$ cat config.mk
export PLATFORM = sky130hd
export DESIGN_NAME = usr_ctrl
export DESIGN_NICKNAME = d
export VERILOG_FILES = /design/src/rtl/usr_ctrl.sv
export SDC_FILE = /design/constraint.sdc
export NUM_CORES = 1
export LEC_CHECK = 0
export BUFFER_PORTS_ARGS = -buffer_cell sky130_fd_sc_hd__buf_2
export CAP_MARGIN = 20
export CORE_UTILIZATION = 50
export CTS_CLUSTER_DIAMETER = 60
export CTS_CLUSTER_SIZE = 10
export DETAILED_ROUTE_END_ITERATION = 8
export HOLD_SLACK_MARGIN = 0.03
export PLACE_DENSITY = 0.68
export REMOVE_ABC_BUFFERS = 1
export SLEW_MARGIN = 30
export SYNTH_ARGS = -nofsm -noshare
export SYNTH_HDL_FRONTEND = slang
export SYNTH_SLANG_ARGS = --single-unit
export TNS_END_PERCENT = 10
$ cat constraint.sdc
create_clock -name clk -period 2.6 [get_ports clk]
set_clock_uncertainty 0.1 [all_clocks]
set_input_delay 0.52 -clock clk [delete_from_list [all_inputs] [get_ports clk]]
set_output_delay 0.52 -clock clk [all_outputs]
set_load 0.005 [all_outputs]
$ cat src/rtl/usr_ctrl.sv
// rtl/usr_ctrl.sv - 2-entry word FIFO feeding a load/shift sequencer for a 4-bit universal shift register
// Optional: define USR_CTRL_AUTOCHAIN_EN to let DONE chain straight into the next LOAD.
module usr_ctrl #(
   parameter int SHIFT_LEN = 4
) (
   input  logic       clk,
   input  logic       rst,
   input  logic       in_valid,
   output logic       in_ready,
   input  logic [3:0] in_data,
   input  logic       in_dir,
   input  logic       ser_in,
   output logic [1:0] usr_mode,
   output logic [3:0] usr_inp,
   output logic       busy,
   output logic       done
);

   typedef enum logic [1:0] {S_IDLE, S_LOAD, S_SHIFT, S_DONE} state_t;

   localparam logic [2:0] LP_LAST = 3'(SHIFT_LEN - 1);

   state_t     r_state;
   logic [3:0] r_fifo_data [2];
   logic       r_fifo_dir  [2];
   logic       r_wr_ptr;
   logic       r_rd_ptr;
   logic [1:0] r_count;
   logic [2:0] r_shift_cnt;
   logic       r_dir;

   logic       w_push;
   logic       w_pop;
   logic       w_avail;

   // Readiness depends only on stored occupancy, so a full FIFO never takes a word even while popping.
   assign in_ready = (r_count != 2'd2) && !rst;
   assign w_push   = in_valid && in_ready;
   assign w_pop    = (r_state == S_LOAD);
   assign w_avail  = (r_count != 2'd0) || w_push;

   always_ff @(posedge clk) begin
      if (rst) begin
         r_wr_ptr <= 1'b0;
         r_rd_ptr <= 1'b0;
         r_count  <= 2'd0;
         for (int i = 0; i < 2; i++) begin
            r_fifo_data[i] <= 4'b0000;
            r_fifo_dir[i]  <= 1'b0;
         end
      end else begin
         if (w_push) begin
            r_fifo_data[r_wr_ptr] <= in_data;
            r_fifo_dir[r_wr_ptr]  <= in_dir;
            r_wr_ptr              <= ~r_wr_ptr;
         end
         if (w_pop) begin
            r_rd_ptr <= ~r_rd_ptr;
         end
         case ({w_push, w_pop})
            2'b10:   r_count <= r_count + 2'd1;
            2'b01:   r_count <= r_count - 2'd1;
            default: r_count <= r_count;
         endcase
      end
   end

   always_ff @(posedge clk) begin
      if (rst) begin
         r_state     <= S_IDLE;
         r_shift_cnt <= 3'd0;
         r_dir       <= 1'b0;
      end else begin
         case (r_state)
            S_IDLE: begin
               if (w_avail) begin
                  r_state <= S_LOAD;
               end
            end
            S_LOAD: begin
               r_dir       <= r_fifo_dir[r_rd_ptr];
               r_shift_cnt <= 3'd0;
               r_state     <= S_SHIFT;
            end
            S_SHIFT: begin
               r_shift_cnt <= r_shift_cnt + 3'd1;
               if (r_shift_cnt == LP_LAST) begin
                  r_state <= S_DONE;
               end
            end
            S_DONE: begin
`ifdef USR_CTRL_AUTOCHAIN_EN
               r_state <= w_avail ? S_LOAD : S_IDLE;
`else
               r_state <= S_IDLE;
`endif
            end
            default: r_state <= S_IDLE;
         endcase
      end
   end

   // Downstream command bus decodes registered state only; no path from the upstream handshake.
   always_comb begin
      usr_mode = 2'b00;
      usr_inp  = 4'b0000;
      done     = 1'b0;
      case (r_state)
         S_LOAD: begin
            usr_mode = 2'b11;
            usr_inp  = r_fifo_data[r_rd_ptr];
         end
         S_SHIFT: begin
            usr_mode = r_dir ? 2'b10 : 2'b01;
            usr_inp  = {3'b000, ser_in};
         end
         S_DONE: begin
            done = 1'b1;
         end
         default: begin
            usr_mode = 2'b00;
         end
      endcase
   end

   assign busy = (r_state != S_IDLE);

endmodule

Word-level counts from Yosys, hierarchy flattened
Memory sizes are Yosys's and may differ from the RTL's. A register that Yosys moved wholly into a read port is not among the register bits.
Index checks and enable logic that the tools add are counted.
{"block": "classes", "n_mux": 22, "n_addsub": 3, "n_eq_ne": 9, "n_shift": 0, "n_reduce_logical": 12, "bitwise": 2, "mul": 0, "div": 0, "n_lt_le_gt_ge": 0}
{"operator": "two-way mux 1 bit", "n": 13}
{"operator": "case mux 2 bit (2 select lines)", "n": 2}
{"operator": "case mux 2 bit (4 select lines)", "n": 1}
{"operator": "case mux 4 bit (2 select lines)", "n": 1}
{"operator": "nonzero test 2 bit", "n": 4}
{"operator": "== test 2 bit (second input constant)", "n": 3}
{"operator": "two-way mux 2 bit", "n": 3}
{"operator": "!= test 2 bit (second input constant)", "n": 3}
{"operator": "case mux 3 bit (2 select lines)", "n": 1}
{"operator": "== test 2 x 1 -> 1 bit (second input constant)", "n": 2}
{"operator": "two-way mux 4 bit", "n": 1}
{"operator": "OR reduction 4 bit", "n": 1}
{"operator": "adder 3 x 1 -> 3 bit (second input constant)", "n": 1}
{"operator": "== test 3 x 2 -> 1 bit (second input constant)", "n": 1}
{"operator": "adder 2 x 1 -> 2 bit (second input constant)", "n": 1}
{"operator": "logical AND 1 bit", "n": 2}
{"operator": "logical NOT 2 bit", "n": 1}
{"operator": "inverter 1 bit", "n": 2}
{"operator": "AND reduction 2 bit", "n": 1}
{"operator": "subtractor 2 x 1 -> 2 bit (second input constant)", "n": 1}
{"operator": "logical NOT 1 bit", "n": 1}
{"operator": "logical OR 1 bit", "n": 1}
{"operator": "OR reduction 1 bit", "n": 1}
{"block": "word_totals", "latchBits": 0, "rom_bits": 0, "memories": 2, "regBits": 9, "ram_bits": 10, "elab_cells": 55}
{"memory": "r_fifo_data", "words": 2, "width": 4, "read_ports": 1, "rd_clocked_by_memory_dff": 1, "write_ports": 2, "line": "24", "rtl": "logic [3:0] r_fifo_data [2];"}
{"memory": "r_fifo_dir", "words": 2, "width": 1, "read_ports": 1, "rd_clocked_by_memory_dff": 1, "write_ports": 2, "line": "25", "rtl": "logic r_fifo_dir [2];"}

Longest topological paths before layout
{"block": "depth", "ltp_word": 8, "ltp_mapped": 7, "ltp_nobuf": 7}

Worst setup path before layout
Ideal clock, no wire load.
{"block": "synth_path", "kind": "input to register", "start": "input port rst", "end": "register r_count[1]", "path_slack_ns": 0.720, "t_arrival_ns": 1.709, "path_buffers": 1, "required_time_ns": 2.430, "stages": 6, "cell_sequence": "clkbuf_1 nor2_1 nand2_1 ha_1 or3_1 a21oi_1"}
{"block": "synth_via", "elab_chain_len": 5, "word_cells_on_any_way": 7}
{"item": "from (decl)", "line": "7", "rtl": "input logic rst,"}
{"item": "logical NOT 1 bit *", "line": "37", "rtl": "assign in_ready = (r_count != 2'd2) && !rst;"}
{"item": "logical AND 1 bit *", "line": "37"}
{"item": "named net in_ready", "line": "9", "rtl": "output logic in_ready,"}
{"item": "logical AND 1 bit *", "line": "38", "rtl": "assign w_push = in_valid && in_ready;"}
{"item": "== test 2 x 1 -> 1 bit or == test 2 bit (tied branches)", "line": "60", "rtl": "case ({w_push, w_pop})"}
{"item": "case mux 2 bit (2 select lines) or nonzero test 2 bit (tied branches)"}
{"item": "to (signal assigned)", "line": "61", "rtl": "2'b10: r_count <= r_count + 2'd1;"}
{"item": "to (signal assigned)", "line": "62", "rtl": "2'b01: r_count <= r_count - 2'd1;"}
{"item": "to (signal assigned)", "line": "63", "rtl": "default: r_count <= r_count;"}
{"item": "to (decl)", "line": "28", "rtl": "logic [1:0] r_count;"}
Mark *: on every way through the listed nets, which the timed path passes. The rest lies on a longest branch.
A chain may end at the register's enable or synchronous reset.

Worst setup path after layout
{"block": "layout_path", "start": "register r_state[1]", "end": "output port usr_inp[1]"}
{"block": "layout_via", "elab_chain_len": 2, "word_cells_on_any_way": 3}
{"item": "from (decl)", "line": "23", "rtl": "state_t r_state;"}
{"item": "from (signal assigned)", "line": "70", "rtl": "r_state <= S_IDLE;"}
{"item": "from (signal assigned)", "line": "77", "rtl": "r_state <= S_LOAD;"}
{"item": "from (signal assigned)", "line": "83", "rtl": "r_state <= S_SHIFT;"}
{"item": "== test 2 bit or == test 2 x 1 -> 1 bit (tied branches)", "line": "108", "rtl": "case (r_state)"}
{"item": "case mux 4 bit (2 select lines) *", "line": "108"}
{"item": "to (decl)", "line": "14", "rtl": "output logic [3:0] usr_inp,"}
Every way passes the cells marked *; elsewhere a longest branch is shown, timed or not.

==> impl_metrics.env <==
export IMPL_synth_cell_type_count=25
export IMPL_routedWlPerCell_um=12.0
export IMPL_cp_end_kind="output port"
export IMPL_first_pass_iters=2
export IMPL_synth_top_family_by_area="simple AND/OR/NAND/NOR gates"
export IMPL_fin_total_pwr_mw=1.06
export IMPL_cp_buffers_inverters=2
export IMPL_rsz0062_at_grt="no"
export IMPL_rows=16
export IMPL_slowest_stage="ha_1"
export IMPL_num_vias=726
export IMPL_port_buffers=17
export IMPL_syn_to_final_growth_pct=14.3
export IMPL_cts_root_buf="clkbuf_4"
export IMPL_outcome="finished, final reports clean"
export IMPL_synthSimpleGateAreaFrac=0.229
export IMPL_clkTransAtPathRegs_ps=110
export IMPL_ios=18
export IMPL_leakage_nw=0.506
export IMPL_hold_viol=0
export IMPL_worst_path_largest_cell_delay_ps=460
export IMPL_fmax_ghz=0.442
export IMPL_maxSlewViolCount=0
export IMPL_drive_gt1_frac=0.252
export IMPL_yosys_warnings=0
export IMPL_clock_sinks=21
export IMPL_met2_length_um=861
export IMPL_htree_levels=1
export IMPL_grt_usage=0.173
export IMPL_synth_area_per_cell_um2=10.6
export IMPL_period_minus_slack_ps=2260
export IMPL_wirelength_um=1750
export IMPL_synth_fa_ha_area_frac=0.0834
export IMPL_fp_dieW_um=47.8
export IMPL_maxSlewHeadroom=0.776
export IMPL_crit_path_cell_trace="inv_1, ha_1, nand2_1, nor2_1, buf_2"
export IMPL_globalplace_congestion=0.758
export IMPL_min_path_type="reg -> reg"
export IMPL_syn_area_mm2=0.00105
export IMPL_antenna_found_initial=0
export IMPL_setup_viol=0
export IMPL_worst_pin_slew_ps=337
export IMPL_grt_max_degree=18
export IMPL_initial_core_util=0.535
export IMPL_synth_cells=99
export IMPL_num_nets_final=136
export IMPL_drt_initial_drc_count=2
export IMPL_design_core_area_mm2=0.00196
export IMPL_critPathMaxFanout=10
export IMPL_final_cell_mix="buf_2, nor2_1, dfxtp_1"
export IMPL_hold_buffers=0
export IMPL_antenna_left=0
export IMPL_crit_family="adder cells"
export IMPL_worstPathRequired_ps=1980
export IMPL_finalSetupTns_ps=0
export IMPL_startpoint_type="flop"
export IMPL_path_class="reg -> out"
export IMPL_viasPerCell=4.97
export IMPL_max_vdd_ir_drop_uv=440
export IMPL_cts_buffers_inserted=3
export IMPL_clk_path_buf_depth=2
export IMPL_top_layer_used="met4"
export IMPL_yosysSeqAreaShare=0.496
export IMPL_wl_met1_um=838
export IMPL_grt_pass1_wl_um=2710
export IMPL_dieArea_mm2=0.00229
export IMPL_arrival_ps=1640
export IMPL_synth_seq_cells=21
export IMPL_yosys_area_share_xor_xnor=0.0250
export IMPL_num_antenna_cells=0
export IMPL_overflow=0
export IMPL_muxShareOfSynthArea=0.0691
export IMPL_layout_cells_most_common="buf_2"
export IMPL_hpwlAfterDp_um=1350
export IMPL_post_cts_resized=0
export IMPL_postCtsSetupBuffers=0
export IMPL_synth_compound_area_frac=0.0656
export IMPL_dieHeight_um=47.8
export IMPL_drc=0
export IMPL_met3WireLength_um=40
export IMPL_period_share=0.870
export IMPL_cts_tree="done"
export IMPL_grt_pass1_vias=658
export IMPL_insertion_delay_ps=290
export IMPL_p_per_area_mw_per_mm2=883
export IMPL_cap_violations=0
-- through the flow --
step                      setup slack, ps  instance area (um2)  hold slack, ps  instances   util
final                                 339                 1200             403        146  0.612
after global routing                  181                 1200             390        146  0.612
after CTS                             331                 1200             399        146  0.612
after detailed placement              628                 1170             385        142  0.598
after global placement                721                 1170             367        142  0.598
after floorplan                       919                 1040             343         96      -
-- power breakdown --
group	leakage (nW)	switching, mW	internal (mW)
sequential	0.195	0.0642	0.422
combinational	0.293	0.215	0.208
clock	0.0177	0.0928	0.0572
total	0.506	0.372	0.687
-- registers in the layout, indices dropped and copies added, names as in the netlist, named ones only --
signal and cells:
r_fifo_dir 2, r_wr_ptr 1, r_shift_cnt 3, r_fifo_data 8, r_dir 1, r_state 2
r_rd_ptr 1, r_count 2
-- logic make-up (layout without fill, tap and decap cells) --
group                      Yosys count  count (layout)
AOI/OAI and AO/OA                   11              11
xor gates and xnor gates             3               3
adders and majority gates            7               7
buffers and inverters                9              29
DFF                                 21              21
muxes                                7               7
and+or+nand+nor                     41              41
-- final cells by class --
cell class	instances	area, um2
fill	182	762
sequential	21	520
clock inverter	1	5.00
tap	27	33.8
timing repair buffer	19	100
clock buffer	3	22.5
inverter	6	22.5
multi-input combinational	69	495
-- layer usage --
layer,up-vias,track usage
met5,-,0
met4,0,0.0500
met3,2,0.0340
met2,9,0.278
met1,337,0.236
li1,378,-
-- cell usage after synthesis --
| cell type | count | area [um2] |
|---|---|---|
| clkbuf_1 | 3 | 11.3 |
| mux2i_1 | 5 | 50.1 |
| nand3_1 | 1 | 5.00 |
| nor4b_1 | 1 | 8.76 |
| nor2_1 | 11 | 41.3 |
| a21oi_1 | 4 | 20.0 |
| a22oi_1 | 1 | 7.51 |
| xor2_1 | 1 | 8.76 |
| or2_2 | 3 | 18.8 |
| ha_1 | 7 | 87.6 |
| nor2b_1 | 5 | 31.3 |
| inv_1 | 6 | 22.5 |
| o21a_1 | 2 | 15.0 |
| dfxtp_1 | 11 | 220 |
| a211oi_1 | 2 | 15.0 |
| o22ai_1 | 1 | 6.26 |
| nor4b_2 | 2 | 30.0 |
| xnor2_1 | 2 | 17.5 |
| nand2_1 | 3 | 11.3 |
| or3_1 | 1 | 6.26 |
| nand2b_1 | 4 | 25.0 |
| edfxtp_1 | 10 | 300 |
| mux2_2 | 2 | 22.5 |
| o21ai_0 | 1 | 5.00 |
| and2_1 | 10 | 62.6 |
-- tightest hold or removal path: cells and delay by family (launching register included) --
family	cells	cell delay [ps]
flops	1	340
simple gates	1	70
compound gates	1	60
-- worst paths after layout --
check / cells after the start / start / to / slack, ps
worst max register to register: 5 / r_state[1] / r_count[1] / 780
worst min-delay path: 2 / r_shift_cnt[1] / r_shift_cnt[1] / 400
worst max-delay path: 5 / r_state[1] / usr_inp[1] / 340
worst min register to register: 2 / r_shift_cnt[1] / r_shift_cnt[1] / 400
(Power assumes the default switching activity.)
